**config.mk**
```make
export PLATFORM = sky130hd
export DESIGN_NAME = rf_sequencer
export DESIGN_NICKNAME = d
export VERILOG_FILES = /design/src/rtl/rf_seq_pkg.sv /design/src/rtl/rf_seq_alu.sv /design/src/rtl/rf_sequencer.sv
export SDC_FILE = /design/constraint.sdc
export NUM_CORES = 1
export LEC_CHECK = 0
export BUFFER_PORTS_ARGS = -buffer_cell sky130_fd_sc_hd__buf_2
export CAP_MARGIN = 20
export CORE_ASPECT_RATIO = 1.4
export CORE_UTILIZATION = 28
export DETAILED_ROUTE_END_ITERATION = 10
export GPL_ROUTABILITY_DRIVEN = 0
export GPL_TIMING_DRIVEN = 0
export PLACE_DENSITY = 0.43
export SLEW_MARGIN = 5
export SYNTH_ARGS = -nofsm -noshare
export SYNTH_HDL_FRONTEND = slang
export SYNTH_SLANG_ARGS = --single-unit
```
**constraint.sdc**
```tcl
create_clock -name clk -period 7.2 [get_ports clk]
set_clock_uncertainty 0.1 [all_clocks]
set_input_delay 0.36 -clock clk [delete_from_list [all_inputs] [get_ports clk]]
set_output_delay 0.36 -clock clk [all_outputs]
set_load 0.02 [all_outputs]
```
**src/rtl/rf_seq_pkg.sv**
```systemverilog
// Shared definitions for the register-file sequencer: opcodes, FSM state
// encodings and the fixed 16-bit instruction layout.
package rf_seq_pkg;

  // Opcodes. Anything above OP_SHL is undefined.
  localparam logic [3:0] OP_NOP = 4'd0;
  localparam logic [3:0] OP_ADD = 4'd1;
  localparam logic [3:0] OP_SUB = 4'd2;
  localparam logic [3:0] OP_AND = 4'd3;
  localparam logic [3:0] OP_OR  = 4'd4;
  localparam logic [3:0] OP_XOR = 4'd5;
  localparam logic [3:0] OP_LDI = 4'd6;
  localparam logic [3:0] OP_MOV = 4'd7;
  localparam logic [3:0] OP_SHL = 4'd8;

  // Sequencer states
  localparam logic [1:0] ST_IDLE  = 2'd0;
  localparam logic [1:0] ST_READ  = 2'd1;
  localparam logic [1:0] ST_EXEC  = 2'd2;
  localparam logic [1:0] ST_WRITE = 2'd3;

  // Instruction field positions
  localparam int OP_MSB  = 15;
  localparam int OP_LSB  = 12;
  localparam int DST_MSB = 11;
  localparam int DST_LSB = 10;
  localparam int SA_MSB  = 9;
  localparam int SA_LSB  = 8;
  localparam int SB_MSB  = 7;
  localparam int SB_LSB  = 6;
  localparam int IMM_MSB = 5;
  localparam int IMM_LSB = 0;

  // Decoded view of a 16-bit instruction word
  typedef struct packed {
    logic [3:0] op;
    logic [1:0] dest;
    logic [1:0] src_a;
    logic [1:0] src_b;
    logic [5:0] imm;
  } instr_t;

  function automatic instr_t decode(input logic [15:0] w);
    instr_t d;
    d.op    = w[OP_MSB:OP_LSB];
    d.dest  = w[DST_MSB:DST_LSB];
    d.src_a = w[SA_MSB:SA_LSB];
    d.src_b = w[SB_MSB:SB_LSB];
    d.imm   = w[IMM_MSB:IMM_LSB];
    return d;
  endfunction

endpackage

```
**src/rtl/rf_seq_alu.sv**
```systemverilog
// Combinational execute unit: (op, a, b, imm) -> (result, write_en, illegal).
module rf_seq_alu
  import rf_seq_pkg::*;
#(
  parameter int DATA_WIDTH = 32
) (
  input  logic [3:0]            i_op,
  input  logic [DATA_WIDTH-1:0] i_a,
  input  logic [DATA_WIDTH-1:0] i_b,
  input  logic [5:0]            i_imm,
  output logic [DATA_WIDTH-1:0] o_result,
  output logic                  o_write_en,
  output logic                  o_illegal
);

  // Arithmetic wraps and shifts drop overflow bits naturally at DATA_WIDTH.
  always_comb begin
    o_result   = '0;
    o_write_en = 1'b1;
    o_illegal  = 1'b0;
    case (i_op)
      OP_NOP: o_write_en = 1'b0;
      OP_ADD: o_result = i_a + i_b;
      OP_SUB: o_result = i_a - i_b;
      OP_AND: o_result = i_a & i_b;
      OP_OR:  o_result = i_a | i_b;
      OP_XOR: o_result = i_a ^ i_b;
      OP_LDI: o_result = DATA_WIDTH'(i_imm);
      OP_MOV: o_result = i_a;
      OP_SHL: o_result = i_a << i_imm[4:0];
      default: begin
        o_write_en = 1'b0;
        o_illegal  = 1'b1;
      end
    endcase
  end

endmodule

```
**src/rtl/rf_sequencer.sv**
```systemverilog
// Register-file initiator: accepts one instruction at a time, reads two
// operands, executes, and writes the result back in a fixed 4-cycle loop.
module rf_sequencer
  import rf_seq_pkg::*;
#(
  parameter int DATA_WIDTH  = 32,
  parameter int SEL_WIDTH   = 2,
  parameter int INSTR_WIDTH = 16
) (
  input  logic                   clk,
  input  logic                   reset,
  input  logic                   instr_valid,
  input  logic [INSTR_WIDTH-1:0] instr,
  output logic                   instr_ready,
  output logic [SEL_WIDTH-1:0]   A_select,
  output logic [SEL_WIDTH-1:0]   B_select,
  input  logic [DATA_WIDTH-1:0]  A_data,
  input  logic [DATA_WIDTH-1:0]  B_data,
  output logic [SEL_WIDTH-1:0]   dest_select,
  output logic [DATA_WIDTH-1:0]  D_data,
  output logic                   load_enable,
  output logic                   busy,
  output logic                   illegal_op
);

  logic [1:0]            r_state;
  logic [3:0]            r_op;
  logic [1:0]            r_dest;
  logic [5:0]            r_imm;
  logic [DATA_WIDTH-1:0] r_opa;
  logic [DATA_WIDTH-1:0] r_opb;

  instr_t                w_word;
  logic [DATA_WIDTH-1:0] w_result;
  logic                  w_we;
  logic                  w_ill;

  // The field layout is fixed at 16 bits.
  assign w_word = decode(instr[15:0]);

  rf_seq_alu #(.DATA_WIDTH(DATA_WIDTH)) u_alu (
    .i_op       (r_op),
    .i_a        (r_opa),
    .i_b        (r_opb),
    .i_imm      (r_imm),
    .o_result   (w_result),
    .o_write_en (w_we),
    .o_illegal  (w_ill)
  );

  // Sequencer FSM. Selects are registered on the accept edge so they are
  // already stable in READ; D_data is the registered ALU result and, with
  // dest_select, only moves on a real write so both hold otherwise.
  always_ff @(posedge clk) begin
    if (reset) begin
      r_state     <= ST_IDLE;
      r_op        <= OP_NOP;
      r_dest      <= '0;
      r_imm       <= '0;
      r_opa       <= '0;
      r_opb       <= '0;
      instr_ready <= 1'b1;
      busy        <= 1'b0;
      A_select    <= '0;
      B_select    <= '0;
      dest_select <= '0;
      D_data      <= '0;
      load_enable <= 1'b0;
      illegal_op  <= 1'b0;
    end else begin
      load_enable <= 1'b0;
      illegal_op  <= 1'b0;
      case (r_state)
        ST_IDLE: begin
          if (instr_valid) begin
            r_op        <= w_word.op;
            r_dest      <= w_word.dest;
            r_imm       <= w_word.imm;
            A_select    <= SEL_WIDTH'(w_word.src_a);
            B_select    <= SEL_WIDTH'(w_word.src_b);
            instr_ready <= 1'b0;
            busy        <= 1'b1;
            r_state     <= ST_READ;
          end
        end
        ST_READ: begin
          r_opa   <= A_data;
          r_opb   <= B_data;
          r_state <= ST_EXEC;
        end
        ST_EXEC: begin
          load_enable <= w_we;
          illegal_op  <= w_ill;
          if (w_we) begin
            dest_select <= SEL_WIDTH'(r_dest);
            D_data      <= w_result;
          end
          r_state <= ST_WRITE;
        end
        ST_WRITE: begin
          instr_ready <= 1'b1;
          busy        <= 1'b0;
          r_state     <= ST_IDLE;
        end
        default: r_state <= ST_IDLE;
      endcase
    end
  end

endmodule

```
==> run_summary.xml <==
<?xml version="1.0" encoding="UTF-8"?>
<metrics>
  <group name="pwr">
    <metric name="ir_drop" unit="µV">172</metric>
    <metric name="leakagePower" unit="nW">5.02</metric>
    <metric name="power.density_cell_area" unit="nW/µm²">417</metric>
  </group>
  <group name="hold_path">
    <metric name="end_point_of_the_most_critical_hold_path" unit="">A_select[0]$_SDFFE_PP0P_</metric>
    <metric name="hp-class" unit="">in2reg</metric>
    <metric name="min_delay_path_depth" unit="">3</metric>
    <metric name="min-delay-start" unit="">instr[8]</metric>
  </group>
  <group name="job">
    <metric name="drv.max_cap_violation_count" unit="">0</metric>
  </group>
  <group name="synthesis">
    <metric name="count_of_flip_flops_with_a_built_in_enable_after_synthesis" unit="">0</metric>
    <metric name="synth.net_count" unit="">1505</metric>
    <metric name="synth.avg_cell_area" unit="µm²">7.97</metric>
    <metric name="synth_cell_type_count" unit="">70</metric>
    <metric name="post_synth_instance_area" unit="µm²">10500</metric>
    <metric name="synth_cells" unit="">1321</metric>
    <metric name="synth_seq_area_share" unit="%">22.8</metric>
    <metric name="synthFlopType" unit="">dfxtp_1</metric>
    <metric name="ys_seq_elements" unit="">120</metric>
    <metric name="synth-async-reset-ratio" unit="%">0</metric>
    <metric name="synth.yosys.warnings" unit="">0</metric>
  </group>
  <group name="place">
    <metric name="dp.cells" unit="">1912</metric>
    <metric name="placed_area" unit="µm²">11700</metric>
    <metric name="detailedPlacementHpwl" unit="µm">36600</metric>
    <metric name="io_buffers" unit="">124</metric>
  </group>
  <group name="timing">
    <metric name="portion_of_the_clock_cycle_consumed_by_the_worst_path_in_the_final_layout" unit="%">80.2</metric>
    <metric name="timing.final.max_slew_violations" unit="">0</metric>
    <metric name="finalHoldViolCount" unit="">0</metric>
    <metric name="post-route-min-period" unit="ns">5.77</metric>
    <metric name="rsz0062_at_grt" unit="">no</metric>
    <metric name="final.setup.tns" unit="ns">0</metric>
    <metric name="final-setup-viol-count" unit="">0</metric>
    <metric name="worst_pin_slew" unit="ns">1.15</metric>
    <metric name="maxSlewHeadroom" unit="%">23.5</metric>
    <metric name="fmax" unit="MHz">173</metric>
  </group>
  <group name="cells_and_area">
    <metric name="fin_cells" unit="">1945</metric>
    <metric name="layout-drive-gt1-share" unit="%">14.3</metric>
    <metric name="fin_nets" unit="">1649</metric>
    <metric name="layout.cell_area.non_filler" unit="µm²">12400</metric>
    <metric name="synthesis_to_layout_area_growth" unit="%">17.5</metric>
    <metric name="antennaDiodeCount" unit="">0</metric>
  </group>
  <group name="worst_setup_path">
    <metric name="timing.rr.start" unit="">r_op[2]$_SDFFE_PP0P_</metric>
    <metric name="crit_slowest_cell" unit="">nor3_1</metric>
    <metric name="critical_path_required" unit="ns">7.45</metric>
    <metric name="critical_path.max_stage_delay" unit="ns">0.85</metric>
    <metric name="worst-endpoint-arrival" unit="ns">6.03</metric>
    <metric name="crit_path_cell_trace" unit="">clkbuf_1, nand2b_1, nor3_1, clkbuf_1, a21oi_1, xnor2_1, ha_1, a2111o_1, o21ai_0, o21ai_0, a211oi_1, xnor2_1, nand2_1, a211oi_1</metric>
    <metric name="r2r_cells" unit="">14</metric>
    <metric name="critPathCaptureType" unit="">register</metric>
    <metric name="crit_path_start_kind" unit="">register</metric>
    <metric name="worst-path-max-fanout" unit="">10</metric>
    <metric name="reg2reg_slack" unit="ns">1.43</metric>
    <metric name="start_to_end_type_of_the_worst_setup_path" unit="">reg2reg</metric>
    <metric name="crit-reg2reg-capture" unit="">D_data[21]$_SDFFE_PP0P_</metric>
  </group>
  <group name="routing">
    <metric name="vias" unit="">10700</metric>
    <metric name="drt-vias-per-instance" unit="">5.51</metric>
    <metric name="detail_route.drc_violations" unit="">8</metric>
    <metric name="initialDrtViolationCount" unit="">701</metric>
    <metric name="antenna_left" unit="">0</metric>
    <metric name="detail_route.wirelength" unit="µm">46900</metric>
    <metric name="maxUsedRoutingLayer" unit="">met4</metric>
    <metric name="post_drt_wl_per_cell" unit="µm">24.1</metric>
    <metric name="met3_length" unit="µm">2200</metric>
    <metric name="wl_met2" unit="µm">24200</metric>
    <metric name="firstDrtPassIters" unit="">8</metric>
    <metric name="route.layer.met1.wl" unit="µm">17500</metric>
  </group>
  <group name="cts">
    <metric name="max-clock-path-buffers" unit="">2</metric>
    <metric name="clockRootBuffer" unit="">clkbuf_16</metric>
    <metric name="cts_setup_buffers" unit="">0</metric>
    <metric name="cts_inserted_buffers" unit="">17</metric>
    <metric name="cts_max_level" unit="">4</metric>
    <metric name="cts.reportedPaths.clkPinSlew" unit="ns">0.06</metric>
    <metric name="cts_sink_count" unit="">120</metric>
    <metric name="cts_resized" unit="">0</metric>
    <metric name="holdBufCountCts" unit="">0</metric>
    <metric name="cts_tree" unit="">yes</metric>
    <metric name="worst_skew_pair.late_latency" unit="ns">0.45</metric>
  </group>
  <group name="global_routing">
    <metric name="grt_overflow" unit="">0</metric>
    <metric name="grt_pass1_vias" unit="">10900</metric>
    <metric name="grt_antenna_before_repair" unit="">0</metric>
    <metric name="pin_count_of_the_biggest_net_entering_global_routing" unit="">17</metric>
    <metric name="track_usage" unit="%">24.7</metric>
    <metric name="grt_first_pass_wirelength" unit="µm">68900</metric>
  </group>
  <group name="floorplanning">
    <metric name="io_pins" unit="">125</metric>
    <metric name="die_h" unit="µm">231</metric>
    <metric name="placeableCoreArea" unit="µm²">36900</metric>
    <metric name="die_area" unit="µm²">38400</metric>
    <metric name="start_util" unit="%">28.6</metric>
    <metric name="floorplan.die.width" unit="µm">166</metric>
    <metric name="core.rowCount" unit="">83</metric>
  </group>
  <group name="status">
    <metric name="failed_checks" unit="">design-rule violations</metric>
    <metric name="status" unit="">finished with violations</metric>
  </group>
</metrics>
-- worst max-delay path: cells and delay by family, from the launching register on --
family / cells / cell delay, ns
AOI/OAI and AO/OA: 6 / 2.41
and+or+nand+nor: 3 / 1.22
buffers and inverters: 2 / 0.90
xor gates and xnor gates: 2 / 0.38
adders and majority gates: 1 / 0.36
DFF: 1 / 0.29
-- cell usage in the layout, fill, tap and decap left out, types with 27 or more instances in the layout --
cell,count
o21ai_0,60
nand2_1,132
buf_2,133
a21oi_1,94
mux4_2,27
dfxtp_1,120
inv_1,75
nor3_1,36
xnor2_1,42
nor2_1,165
mux2i_1,109
ha_1,100
clkbuf_1,55
-- how the worst max path moves through the flow --
| stage | from | endpoint | cells past startpoint | slack [ns] |
|---|---|---|---|---|
| 5_1_grt | r_op[2]$_SDFFE_PP0P_ | D_data[27]$_SDFFE_PP0P_ | 16 | 1.19 |
| 3_3_place_gp | r_op[2]$_SDFFE_PP0P_ | D_data[21]$_SDFFE_PP0P_ | 14 | 1.53 |
| 6_report | r_op[2]$_SDFFE_PP0P_ | D_data[21]$_SDFFE_PP0P_ | 14 | 1.43 |
| 2_1_floorplan | r_opb[10]$_SDFFE_PP0N_ | D_data[21]$_SDFFE_PP0P_ | 15 | 3.43 |
| 3_5_place_dp | r_op[2]$_SDFFE_PP0P_ | D_data[21]$_SDFFE_PP0P_ | 14 | 1.45 |
| 4_1_cts | r_op[2]$_SDFFE_PP0P_ | D_data[21]$_SDFFE_PP0P_ | 14 | 1.43 |
-- metrics by stage --
step	hold WS (ns)	util (%)	setup slack, ns	total power (W)
CTS	0.0205	33.5	1.43	0.00516
finish	0.0459	33.5	1.43	0.00516
global route	0.0441	33.5	1.19	0.00554
floorplan	0.332	-	3.43	0.00324
detailed placement	0.348	31.8	1.45	0.00420
global placement	0.346	31.8	1.53	0.00417
-- cell usage after synthesis, types with 8 or more instances --
cell      count  share of area [%]
mux2_2        9               0.96
xnor2_1      42                3.5
mux2i_1     109                 10
nor2b_1       9               0.53
nand3_1      15               0.71
nor3_1       36                1.7
o31ai_1       8               0.57
buf_1        17               0.61
a31oi_1      13               0.77
o221ai_1     17                1.4
nand2b_1     10               0.59
nor2_1      165                5.9
a211oi_1     19                1.4
o21bai_1     10               0.71
nand4_1       9               0.53
and3_1        9               0.53
a21oi_1      94                4.5
o211ai_1     17                1.2
ha_1        100                 12
and2_1        9               0.53
clkbuf_1     55                2.0
inv_1        75                2.7
a21o_1       20                1.4
o21ai_0      60                2.9
buf_2         9               0.43
nand2_1     132                4.7
dfxtp_1     120                 23
mux4_2       27                5.8
-- sequential cells by signal, indices dropped and copies added (netlist names) --
name and flops:
r_op 4, r_imm 6, r_dest 2, A_select 2
r_opb 32, busy 1, D_data 32, dest_select 2
B_select 2, load_enable 1, r_opa 32, instr_ready 1
illegal_op 1, r_state 2
-- cells by family after synthesis --
| kind of cell | Yosys count | share of synthesized area (%) |
|---|---|---|
| AND/OR/NAND/NOR | 420 | 17.6 |
| AO/OA/AOI/OAI | 331 | 20.8 |
| buffers and inverters | 158 | 5.74 |
| multiplexers | 145 | 17.1 |
| flip-flops | 120 | 22.8 |
| adder cells (fa/ha/maj) | 101 | 12.1 |
| XOR/XNOR | 46 | 3.83 |
-- layer usage --
| layer | vias up | track usage, % |
|---|---|---|
| met5 | - | 0 |
| met4 | 0 | 16.2 |
| met3 | 143 | 3.60 |
| met2 | 377 | 45.7 |
| met1 | 5150 | 26.0 |
| li1 | 5052 | - |
-- final cells by class --
class,instances,area [µm²]
repair buffers,125,628
clock inverters,15,201
well taps,467,584
fillers,3962,24500
clock buffers,17,425
plain buffers,81,315
multi-input cells,1043,7520
flip-flops and latches,120,2400
inverters,77,289
-- power breakdown --
| group | leakage [nW] | switching (W) | internal, W |
|---|---|---|---|
| sequential | 0.979 | 0.000262 | 0.000817 |
| combinational | 3.74 | 0.00195 | 0.00121 |
| clock | 0.300 | 0.000344 | 0.000579 |
Note: power is estimated with default switching activity, not from simulation.
